$ cat config.mk
export PLATFORM = sky130hd
export DESIGN_NAME = pow_n_seq
export DESIGN_NICKNAME = d
export VERILOG_FILES = /design/src/rtl/pow_pkg.sv /design/src/rtl/pow_mul_wide.sv /design/src/rtl/pow_n_seq.sv
export SDC_FILE = /design/constraint.sdc
export NUM_CORES = 1
export LEC_CHECK = 0
export CAP_MARGIN = 20
export CORE_MARGIN = 5
export CORE_UTILIZATION = 40
export CTS_CLUSTER_SIZE = 30
export DETAILED_ROUTE_END_ITERATION = 10
export PLACE_DENSITY = 0.65
export SYNTH_ARGS = -nofsm -noshare
export SYNTH_HDL_FRONTEND = slang
export SYNTH_SLANG_ARGS = --single-unit
$ cat constraint.sdc
create_clock -name clock -period 15.4 [get_ports clock]
set_input_delay 4.62 -clock clock [delete_from_list [all_inputs] [get_ports clock]]
set_output_delay 4.62 -clock clock [all_outputs]
set_load 0.1 [all_outputs]
$ cat src/rtl/pow_pkg.sv
// Shared types and defaults for the sequential n**exp engine.
// Holds the FSM state encoding and the default operand/exponent widths.
package pow_pkg;

   localparam int DEF_WIDTH = 18;
   localparam int DEF_EXP_W = 4;

   typedef enum logic [1:0] {
      IDLE = 2'd0,
      RUN  = 2'd1,
      DONE = 2'd2
   } state_t;

endpackage

$ cat src/rtl/pow_mul_wide.sv
// Full-width unsigned multiplier: W x W -> 2W product, purely combinational.
module pow_mul_wide #(
   parameter int W = 18
) (
   input  logic [W-1:0]   a,
   input  logic [W-1:0]   b,
   output logic [2*W-1:0] p
);

   assign p = {{W{1'b0}}, a} * {{W{1'b0}}, b};

endmodule

$ cat src/rtl/pow_n_seq.sv
// Sequential n**exp mod 2**WIDTH using right-to-left square-and-multiply,
// one exponent bit per cycle, with exact overflow detection.
module pow_n_seq
   import pow_pkg::*;
#(
   parameter int WIDTH = DEF_WIDTH,
   parameter int EXP_W = DEF_EXP_W
) (
   input  logic             clock,
   input  logic             reset,
   input  logic             in_valid,
   output logic             in_ready,
   input  logic [WIDTH-1:0] n,
   input  logic [EXP_W-1:0] exp,
   output logic             out_valid,
   input  logic             out_ready,
   output logic [WIDTH-1:0] n_pow,
   output logic             overflow,
   output state_t           dbg_state
);

   // Handshake: a transfer happens on a rising edge where valid && ready are both
   // high; ready/valid depend only on registered state, and the result is held
   // stable while out_valid && !out_ready.

   state_t             state_q, state_d;
   logic [WIDTH-1:0]   acc_q, acc_d;
   logic [WIDTH-1:0]   base_q, base_d;
   logic [EXP_W-1:0]   e_q, e_d;
   logic               base_ovf_q, base_ovf_d;
   logic               ovf_q, ovf_d;
   logic [2*WIDTH-1:0] prod_ab;
   logic [2*WIDTH-1:0] prod_bb;

   pow_mul_wide #(.W(WIDTH)) u_mul_acc (.a(acc_q),  .b(base_q), .p(prod_ab));
   pow_mul_wide #(.W(WIDTH)) u_mul_sq  (.a(base_q), .b(base_q), .p(prod_bb));

   always_comb begin
      state_d    = state_q;
      acc_d      = acc_q;
      base_d     = base_q;
      e_d        = e_q;
      base_ovf_d = base_ovf_q;
      ovf_d      = ovf_q;
      case (state_q)
         IDLE: begin
            if (in_valid) begin
               acc_d      = WIDTH'(1);
               base_d     = n;
               e_d        = exp;
               base_ovf_d = 1'b0;
               ovf_d      = 1'b0;
               state_d    = (exp != '0) ? RUN : DONE;
            end
         end
         RUN: begin
            base_d     = prod_bb[WIDTH-1:0];
            base_ovf_d = base_ovf_q | (|prod_bb[2*WIDTH-1:WIDTH]);
            e_d        = e_q >> 1;
            // A truncated base means the true partial power already exceeds 2**WIDTH.
            if (e_q[0]) begin
               acc_d = prod_ab[WIDTH-1:0];
               ovf_d = ovf_q | (|prod_ab[2*WIDTH-1:WIDTH]) | base_ovf_q;
            end
            if ((e_q >> 1) == '0) begin
               state_d = DONE;
            end
         end
         DONE: begin
            if (out_ready) begin
               state_d = IDLE;
            end
         end
         default: state_d = IDLE;
      endcase
   end

   always_ff @(posedge clock) begin
      if (reset) begin
         state_q    <= IDLE;
         acc_q      <= '0;
         base_ovf_q <= 1'b0;
         ovf_q      <= 1'b0;
      end else begin
         state_q    <= state_d;
         acc_q      <= acc_d;
         base_ovf_q <= base_ovf_d;
         ovf_q      <= ovf_d;
      end
   end

   always_ff @(posedge clock) begin
      base_q <= base_d;
      e_q    <= e_d;
   end

   assign in_ready  = (state_q == IDLE);
   assign out_valid = (state_q == DONE);
   assign n_pow     = acc_q;
   assign overflow  = ovf_q;
   assign dbg_state = state_q;

endmodule

==> run summary, run 1 <==
setup tns final - 0 ns
Residual DRC - 0
initial antenna violation count - 1
Worst Hold Class - reg2reg
Post-Route WL - 52.7 mm
clock transition at the registers of the reported paths - 0.09 ns
Worst Tran Pin Value - 1.09 ns
Area Growth Syn to Fin - 5.70%
cts repair resizes - 0
leading cell type in the layout, fill and taps excluded - inv_1
Achievable Freq - 0.135 GHz
gr ovfl total - 0
# diodes - 0
outcome - complete, no violations
Port Buffers - 48
largest net degree at the start of global routing - 39
via count - 16400
final setup fails - 0
EDFF count, synth - 22
DRT iter0 DRCs - 876
CTS H-tree lvls - 2
Die Ht - 244 µm
crit end category - register
Post-CTS Setup Bufs - 0
max_cap viols - 0
Final Slew Violations - 0
Syn Std Cell Area - 21900 µm²
wire per inst - 16.6 µm
Initial Utilization - 40.6%
Post-Synthesis Net Count - 3237
total track usage - 18.4%
hold buffer count at CTS - 0
Top delay family on crit path - adder cells
Die X - 244 µm
CP max stage delay - 1.00 ns
Fillers - 5253
Detail Placement HPWL - 41.0 mm
RSZ-0062 raised after global routing - no
antenna-violating nets left - 0
Cells after DPL - 3164
clock latency on the worst-skew pair - 0.32 ns
WHS - 0.573 ns
Via density - 5.17
CP Max Fanout - 25
Die ar. - 59600 µm²
final hold violations - 0
Post-Layout Cell Count - 3172
drt pass-1 iters - 5
worst path arrival time - 7.60 ns
Longest Clk Path Bufs - 2
first-pass GRT wire length - 90.7 mm
fin crit share - 48.1%
I/O Pins - 49
CTS Buf Count - 5
slew margin rel. - 27.0%
CTS tree - done
Yosys warnings - 0
worst-path cell chain - buf_4 -> nand2_1 -> fa_1 -> inv_1 -> fa_1 -> inv_1 -> fa_1 -> fa_1 -> inv_1 -> fa_1 -> inv_1 -> fa_1 -> inv_1 -> ha_1 -> a21oi_1 -> o21ai_0 -> nand2_1 -> nand3_2 -> or4_1 -> a2111oi_2 -> nand3_1 -> nor4_1 -> a41oi_1
clock skew - 0.0174 ns
Placeable Area - 54000 µm²
layout cells sized above 1 - 1.94%
CP Data Required Time - 15.60 ns
Nets - 3195
vias in the first global route - 18000
Unique masters post-synth - 69
most frequent cells in the layout - inv_1 (597), fa_1 (476), nand2_1 (309), and2_1 (262), ha_1 (218)
clock sink count - 44
CP dominant cell by count - fa_1
Synth Flop Type - edfxtp_1
Setup crit start kind - register
clk root buf - clkbuf_16
CP bufs+invs - 6
post-synthesis async set-or-reset flop share - 0%
critical path class - reg2reg
Synth Instances - 2517
Rows - 85
Mapped Avg Cell Area - 8.71 µm²
flops & latches, synth - 44
Seq/Total Area, Yosys - 5.02%
cell with the largest stage delay on the worst path - edfxtp_1
RePlAce Congestion - 0.908
min cycle time layout - 7.40 ns
worst register-to-register path, cell delays in order (launching register included):
cell and delay (ns):
edfxtp_1 1.00, buf_4 0.35, nand2_1 0.13, fa_1 0.54, inv_1 0.07, fa_1 0.53, inv_1 0.05, fa_1 0.48
fa_1 0.56, inv_1 0.05, fa_1 0.47, inv_1 0.05, fa_1 0.48, inv_1 0.04, ha_1 0.34, a21oi_1 0.28
o21ai_0 0.15, nand2_1 0.12, nand3_2 0.14, or4_1 0.52, a2111oi_2 0.38, nand3_1 0.13, nor4_1 0.28, a41oi_1 0.15
metal layers:
metal | track usage (%) | part of all wire [%] | wire [µm]
met1 | 24.0 | 42 | 22200
met2 | 32.3 | 49 | 26000
met3 | 1.93 | 5.1 | 2700
met4 | 6.26 | 3.4 | 1810
met5 | 0 | 0 | 0
logic make-up (layout without fill, tap and decap cells):
kind of cell | Yosys count | in the layout | synth area share (%)
adder cells (fa/ha/maj) | 694 | 694 | 55.9
AO/OA/AOI/OAI | 255 | 255 | 7.66
buffers and inverters | 719 | 678 | 12.4
multiplexers | 6 | 6 | 0.280
flip-flops | 44 | 44 | 5.02
XOR/XNOR | 46 | 46 | 1.84
AND/OR/NAND/NOR | 753 | 753 | 16.9
sequential cells by signal, indices dropped and copies added (netlist names):
register,flops
e_q,4
base_q,18
dbg_state,2
overflow,1
n_pow,18
base_ovf_q,1
layout make-up:
| class | count | area, µm² | share of cell area (%) |
|---|---|---|---|
| sequential | 44 | 1100 | 4.75 |
| tap | 696 | 871 | 3.76 |
| clock inverter | 2 | 38.8 | 0.167 |
| timing repair buffer | 73 | 668 | 2.88 |
| inverter | 597 | 2240 | 9.67 |
| clock buffer | 6 | 139 | 0.599 |
| multi-input combinational | 1754 | 18100 | 78.2 |
synthesized netlist by cell type (3+ instances only):
| library cell | number | area share (%) |
|---|---|---|
| nor2_1 | 77 | 1.3 |
| a21oi_1 | 69 | 1.6 |
| o2111ai_1 | 4 | 0.16 |
| a31oi_1 | 8 | 0.23 |
| nand2b_1 | 8 | 0.23 |
| edfxtp_1 | 22 | 3.0 |
| nor4_1 | 6 | 0.17 |
| or2_2 | 3 | 0.086 |
| or3_1 | 3 | 0.086 |
| or4_1 | 3 | 0.10 |
| a21boi_0 | 5 | 0.17 |
| o21bai_1 | 8 | 0.27 |
| o21a_1 | 7 | 0.24 |
| a32oi_1 | 4 | 0.16 |
| clkbuf_1 | 118 | 2.0 |
| ha_1 | 218 | 12 |
| and2_1 | 262 | 7.5 |
| inv_1 | 597 | 10 |
| o211ai_1 | 10 | 0.34 |
| nor3_1 | 16 | 0.37 |
| a211oi_1 | 16 | 0.55 |
| a21o_1 | 12 | 0.41 |
| and3_1 | 8 | 0.23 |
| a22oi_1 | 10 | 0.34 |
| a211o_1 | 5 | 0.20 |
| xor2_1 | 15 | 0.60 |
| o31ai_1 | 5 | 0.17 |
| a21boi_1 | 3 | 0.10 |
| nand4_1 | 12 | 0.34 |
| xnor2_1 | 31 | 1.2 |
| fa_1 | 476 | 43 |
| mux2i_1 | 5 | 0.23 |
| o21ai_0 | 57 | 1.3 |
| nand3_1 | 26 | 0.59 |
| nand2_1 | 309 | 5.3 |
| nor2b_1 | 11 | 0.31 |
| dfxtp_1 | 22 | 2.0 |
| a41oi_1 | 4 | 0.16 |
| nand3b_1 | 3 | 0.10 |
per-stage QoR:
| step | cell area [µm²] | util (%) | setup slack, ns |
|---|---|---|---|
| after floorplan | 21900 | - | 8.29 |
| after CTS | 23200 | 42.9 | 7.99 |
| after global routing | 23200 | 42.9 | 7.54 |
| after global placement | 23000 | 42.6 | 8.15 |
| after detailed placement | 23000 | 42.6 | 8.00 |
| final | 23200 | 42.9 | 8.00 |
final timing paths:
| check | from | end | slack, ns | depth (start not counted) |
|---|---|---|---|---|
| worst max register to register | base_q[3] | base_ovf_q | 8.00 | 23 |
| worst max-delay path | base_q[3] | base_ovf_q | 8.00 | 23 |
| worst min-delay path | e_q[3] | e_q[2] | 0.57 | 2 |
| worst min register to register | e_q[3] | e_q[2] | 0.57 | 2 |
Power of run 1 is left out: the tool's default activity adds up to more than one toggle a clock period on the data nets, which glitch-free logic cannot reach.
==> inputs of run 2 (changes only) <==
--- a/config.mk
+++ b/config.mk
@@ -10,7 +10,7 @@
 export CORE_UTILIZATION = 40
 export CTS_CLUSTER_SIZE = 30
 export DETAILED_ROUTE_END_ITERATION = 10
-export PLACE_DENSITY = 0.65
+export PLACE_DENSITY = 0.68
 export SYNTH_ARGS = -nofsm -noshare
 export SYNTH_HDL_FRONTEND = slang
 export SYNTH_SLANG_ARGS = --single-unit
==> constraint.sdc (replaced) <==
create_clock -name clock -period 6.06 [get_ports clock]
set_input_delay 1.818 -clock clock [delete_from_list [all_inputs] [get_ports clock]]
set_output_delay 1.818 -clock clock [all_outputs]
set_load 0.1 [all_outputs]
==> run summary, run 2 (synthesized netlist as in run 1, its figures left out) <==
failing checks - negative setup slack
final setup fails - 2 (+2)
min cycle time layout - 6.33 ns (-1.07 ns)
met1 WL - 23.9 mm (+7.7%)
CP Max Fanout - 6 (-76%)
Initial Utilization - 40.6% (unchanged)
critical path startpoint - base_q[12]
layout cells sized above 1 - 14.4% (+12 points)
critical path class - reg2reg
worst path arrival time - 6.53 ns (-1.07 ns)
wire per inst - 16.6 µm (-0.31%)
r2r startpoint - base_q[12]
Die Ht - 244 µm (unchanged)
CP bufs+invs - 8 (+2)
clock latency on the worst-skew pair - 0.32 ns (about the same)
Worst Tran Pin Value - 1.01 ns (-0.0817 ns)
RePlAce Congestion - 0.912 (+0.44%)
Via density - 5.06 (-2.0%)
register area - 1170 µm² (+5.9%)
CTS H-tree lvls - 2 (unchanged)
Setup WS post-layout - -0.274 ns (-8.27 ns)
# diodes - 0 (unchanged)
drt pass-1 iters - 5 (unchanged)
Area Growth Syn to Fin - 17.7%
via count - 17400 (+6.3%)
Worst Hold Class - reg2reg
max_cap viols - 0 (unchanged)
antenna-violating nets left - 0 (unchanged)
Detail Placement HPWL - 48.2 mm (+18%)
hold buffer count at CTS - 0 (unchanged)
gr ovfl total - 0 (unchanged)
clock sink count - 44 (unchanged)
I/O Pins - 49 (unchanged)
crit end category - register
outcome - finished with violations
RR Endpoint - base_ovf_q
post-route cell area - 25800 µm² (+11%)
Die ar. - 59600 µm² (unchanged)
Placeable Area - 54000 µm² (unchanged)
Setup crit start kind - register
first-pass GRT wire length - 96.2 mm (+6.0%)
CP Data Required Time - 6.26 ns (-9.34 ns)
Nets - 3464 (+8.4%)
slew margin rel. - 32.5% (+5.5 points)
initial antenna violation count - 1 (unchanged)
Post-Route WL - 57.0 mm (+8.1%)
clk root buf - clkbuf_16
Reg2Reg Depth - 25 (+8.7%)
CTS tree - done
most frequent cells in the layout - inv_1 (597), fa_1 (474), nand2_1 (306), buf_4 (277), and2_1 (256)
CTS Buf Count - 5 (unchanged)
Final Core Density - 47.8% (+4.9 points)
CP max stage delay - 0.56 ns (-0.44 ns)
hold path start - e_q[1]
Fillers - 5000 (-4.8%)
DRT iter0 DRCs - 923 (+5.4%)
multi-input combinational cell area - 18500 µm² (+2.3%)
Rows - 85 (unchanged)
Final Slew Violations - 0 (unchanged)
dpl ws - -0.508 ns (-8.51 ns)
hold endpoint - e_q[0]
vias in the first global route - 19400 (+7.9%)
Met2 Wirelength - 29.5 mm (+14%)
met3 routed WL - 2.54 mm (-6.1%)
Port Buffers - 48 (unchanged)
hold depth - 2 (unchanged)
fin crit share - 105% (+56 points)
Top delay family on crit path - adder cells
total track usage - 19.6% (+1.2 points)
clock skew - 0.0164 ns (-0.000949 ns)
WHS - 0.562 ns (-0.0110 ns)
Residual DRC - 0 (unchanged)
leading cell type in the layout, fill and taps excluded - inv_1
Post-DP Area - 25100 µm² (+9.3%)
reg-to-reg slack, setup - -0.27 ns (-8.27 ns)
RSZ-0062 raised after global routing - yes
Die X - 244 µm (unchanged)
largest net degree at the start of global routing - 36 (-7.7%)
max layer used - met4
Achievable Freq - 0.158 GHz (+17%)
Longest Clk Path Bufs - 2 (unchanged)
clock transition at the registers of the reported paths - 0.09 ns (about the same)
final hold violations - 0 (unchanged)
cell with the largest stage delay on the worst path - fa_1
## run 2: worst max-delay path by stage
stage                 end  depth (start not counted)
2_1_floorplan    overflow                         23
3_3_place_gp   base_ovf_q                         19
3_5_place_dp   base_ovf_q                         20
4_1_cts        base_ovf_q                         25
5_1_grt        base_ovf_q                         21
6_report       base_ovf_q                         25
## run 2: timing repair
item | 4_1_cts | 5_1_grt
hold endpoints to repair | 0 | 0
pin swaps | 18 | 26
setup buffers | 13 | 7
endpoints found under the setup margin | 3 | 3
gates resized for setup | 42 | 23
## run 2: worst reg2reg max path: stages, from the launching register on
cell and delay (ns):
edfxtp_1 0.46, buf_6 0.16, buf_4 0.13, nand2_2 0.05, inv_1 0.06, fa_1 0.53
inv_1 0.06, fa_1 0.48, inv_1 0.05, fa_1 0.49, inv_1 0.05, fa_1 0.56
fa_2 0.44, fa_1 0.48, inv_1 0.04, ha_2 0.37, nand4_1 0.18, buf_4 0.19
nor3_1 0.16, nand2_1 0.13, nand3_2 0.13, a31oi_2 0.11, mux2i_1 0.14, a2111o_1 0.32
nor4_2 0.25, a41oi_1 0.14
## run 2: metal layers
metal | vias to the layer above | global-route usage (%)
met4 | 0 | 4.40
met5 | - | 0
met3 | 60 | 1.42
met2 | 433 | 35.6
li1 | 8048 | -
met1 | 8884 | 25.7
## run 2: area by class of cell
cell class | instances | area share (%)
Clock inverter | 3 | 0.184
Multi-Input combinational cell | 1754 | 71.8
Inverter | 597 | 8.68
Sequential cell | 44 | 4.52
Tap cell | 696 | 3.37
Clock buffer | 5 | 0.485
Timing Repair Buffer | 342 | 11.0
## run 2: stage by stage
stage	TNS [ns]	cells
floorplan	0	2517
global placement	-0.508	3413
detailed placement	-0.814	3413
CTS	-0.476	3434
global route	-0.989	3441
finish	-0.493	3441
Power of run 2 is left out for the same reason.
==> inputs of run 3 (changes only) <==
--- a/config.mk
+++ b/config.mk
@@ -7,10 +7,10 @@
 export LEC_CHECK = 0
 export CAP_MARGIN = 20
 export CORE_MARGIN = 5
-export CORE_UTILIZATION = 40
+export CORE_UTILIZATION = 30
 export CTS_CLUSTER_SIZE = 30
 export DETAILED_ROUTE_END_ITERATION = 10
-export PLACE_DENSITY = 0.68
+export PLACE_DENSITY = 0.56
 export SYNTH_ARGS = -nofsm -noshare
 export SYNTH_HDL_FRONTEND = slang
 export SYNTH_SLANG_ARGS = --single-unit
==> constraint.sdc (replaced) <==
create_clock -name clock -period 6.06 [get_ports clock]
set_input_delay 0.909 -clock clock [delete_from_list [all_inputs] [get_ports clock]]
set_output_delay 0.909 -clock clock [all_outputs]
set_load 0.1 [all_outputs]
==> run summary, run 3 (synthesized netlist as in run 1, its figures left out) <==
dpl ws - -0.309 ns (+0.200 ns)
RSZ-0062 raised after global routing - yes
Final Slew Violations - 0 (unchanged)
Top delay family on crit path - adder cells
critical path startpoint - base_q[12]
Initial Utilization - 30.2% (-10 points)
Cells after DPL - 3694 (+8.2%)
clock skew - 0.0115 ns (-0.00489 ns)
Longest Clk Path Bufs - 2 (unchanged)
Post-Layout Cell Count - 3713 (+7.9%)
Nets - 3472 (+0.23%)
Met2 Wirelength - 27.9 mm (-5.5%)
CP max stage delay - 0.56 ns (about the same)
CTS tree - done
antenna-violating nets left - 0 (unchanged)
Die X - 280 µm (+15%)
worst path arrival time - 6.48 ns (-0.05 ns)
cell with the largest stage delay on the worst path - fa_1
Post-Route WL - 56.3 mm (-1.2%)
CP Max Fanout - 15 (+9)
clock sink count - 44 (unchanged)
CTS H-tree lvls - 2 (unchanged)
outcome - finished with violations
Worst Tran Pin Value - 0.996 ns (-0.0158 ns)
layout cells sized above 1 - 14.0% (-0.44 points)
final hold violations - 0 (unchanged)
CP bufs+invs - 4 (-4)
CTS Buf Count - 5 (unchanged)
max layer used - met4
via count - 16800 (-3.3%)
critical path class - reg2reg
wire per inst - 15.2 µm (-8.5%)
first-pass GRT wire length - 94.3 mm (-2.0%)
total track usage - 14.7% (-4.9 points)
I/O Pins - 49 (unchanged)
Area Growth Syn to Fin - 19.2%
Achievable Freq - 0.159 GHz (+0.92%)
final setup fails - 2 (unchanged)
worst-path cell chain - buf_12 -> buf_4 -> and2_1 -> fa_1 -> inv_1 -> fa_1 -> fa_1 -> fa_1 -> fa_1 -> fa_1 -> inv_1 -> ha_4 -> nand4_1 -> nor4_2 -> o2111ai_2 -> nand3_2 -> a31oi_2 -> mux2i_1 -> a2111o_1 -> nor4_2 -> a41oi_1
clock latency on the worst-skew pair - 0.32 ns (about the same)
fin crit share - 104% (-0.95 points)
r2r startpoint - base_q[12]
gr ovfl total - 0 (unchanged)
Die Ht - 280 µm (+15%)
Detail Placement HPWL - 48.1 mm (-0.37%)
clock transition at the registers of the reported paths - 0.08 ns (about the same)
Die ar. - 78600 µm² (+32%)
largest net degree at the start of global routing - 36 (unchanged)
Rows - 99 (+16%)
Placeable Area - 72700 µm² (+35%)
most frequent cells in the layout - inv_1 (596), fa_1 (475), nand2_1 (306), buf_4 (282), and2_1 (261)
RePlAce Congestion - 0.871 (-4.6%)
Port Buffers - 48 (unchanged)
leading cell type in the layout, fill and taps excluded - inv_1
clk root buf - clkbuf_16
failing checks - negative setup slack
CP Data Required Time - 6.26 ns (about the same)
Via density - 4.54 (-10%)
Worst Hold Class - reg2reg
drt pass-1 iters - 5 (unchanged)
initial antenna violation count - 0 (-1)
DRT iter0 DRCs - 721 (-22%)
met1 WL - 25.0 mm (+4.6%)
Residual DRC - 0 (unchanged)
min cycle time layout - 6.28 ns (-0.0579 ns)
CP dominant cell by count - fa_1
hold buffer count at CTS - 0 (unchanged)
crit end category - register
vias in the first global route - 18300 (-5.9%)
Setup WS post-layout - -0.216 ns (+0.0579 ns)
Setup crit start kind - register
slew margin rel. - 33.4% (+0.92 points)
met3 routed WL - 1.83 mm (-28%)
max_cap viols - 0 (unchanged)
setup tns final - -0.419 ns (+0.0749 ns)
hold path start - e_q[1]
## run 3: changes by cell type in the layout (fill, tap and decap cells not counted), sizes merged
cell      change
clkinvlp      +1
inv           +1
diode         +1
clkinv        -2
buf           +8
## run 3: metrics by stage
step | hold slack (ns) | area, µm² | utilization [%]
floorplan | 0.511 | 22300 | -
global placement | 0.542 | 25700 | 35.3
detailed placement | 0.543 | 25700 | 35.3
CTS | 0.567 | 26000 | 35.8
global route | 0.595 | 26100 | 35.9
finish | 0.567 | 26100 | 35.9
## run 3: what timing repair did
item	4_1_cts	5_1_grt
pin swaps	7	15
setup endpoints to repair	2	2
buffers inserted	9	1
gates cloned	0	0
resized for setup	16	19
## run 3: per-layer routing
metal / vias to the layer above / global-route usage [%]
met5: - / 0
met4: 0 / 4.22
met3: 57 / 1.17
met2: 260 / 26.1
met1: 8462 / 19.3
li1: 8065 / -
## run 3: worst paths after layout
| kind | slack, ns | depth (start not counted) | to |
|---|---|---|---|
| setup / recovery | -0.22 | 21 | base_ovf_q |
| hold / removal | 0.57 | 2 | e_q[0] |
| setup reg to reg | -0.22 | 21 | base_ovf_q |
| hold reg to reg | 0.57 | 2 | e_q[0] |
## run 3: cell type report
cell class,instances,area [µm²]
tap,959,1200
timing repair buffer,350,2960
clock inverter,3,46.3
fill,7422,46600
multi-input combinational,1754,18400
sequential,44,1170
inverter,597,2240
antenna,1,2.50
clock buffer,5,125
## run 3: worst min-delay path: cells and delay by family, from the launching register on
family,cells,cell delay [ns]
DFF,1,0.35
and+or+nand+nor,2,0.11
Power of run 3 is left out for the same reason.
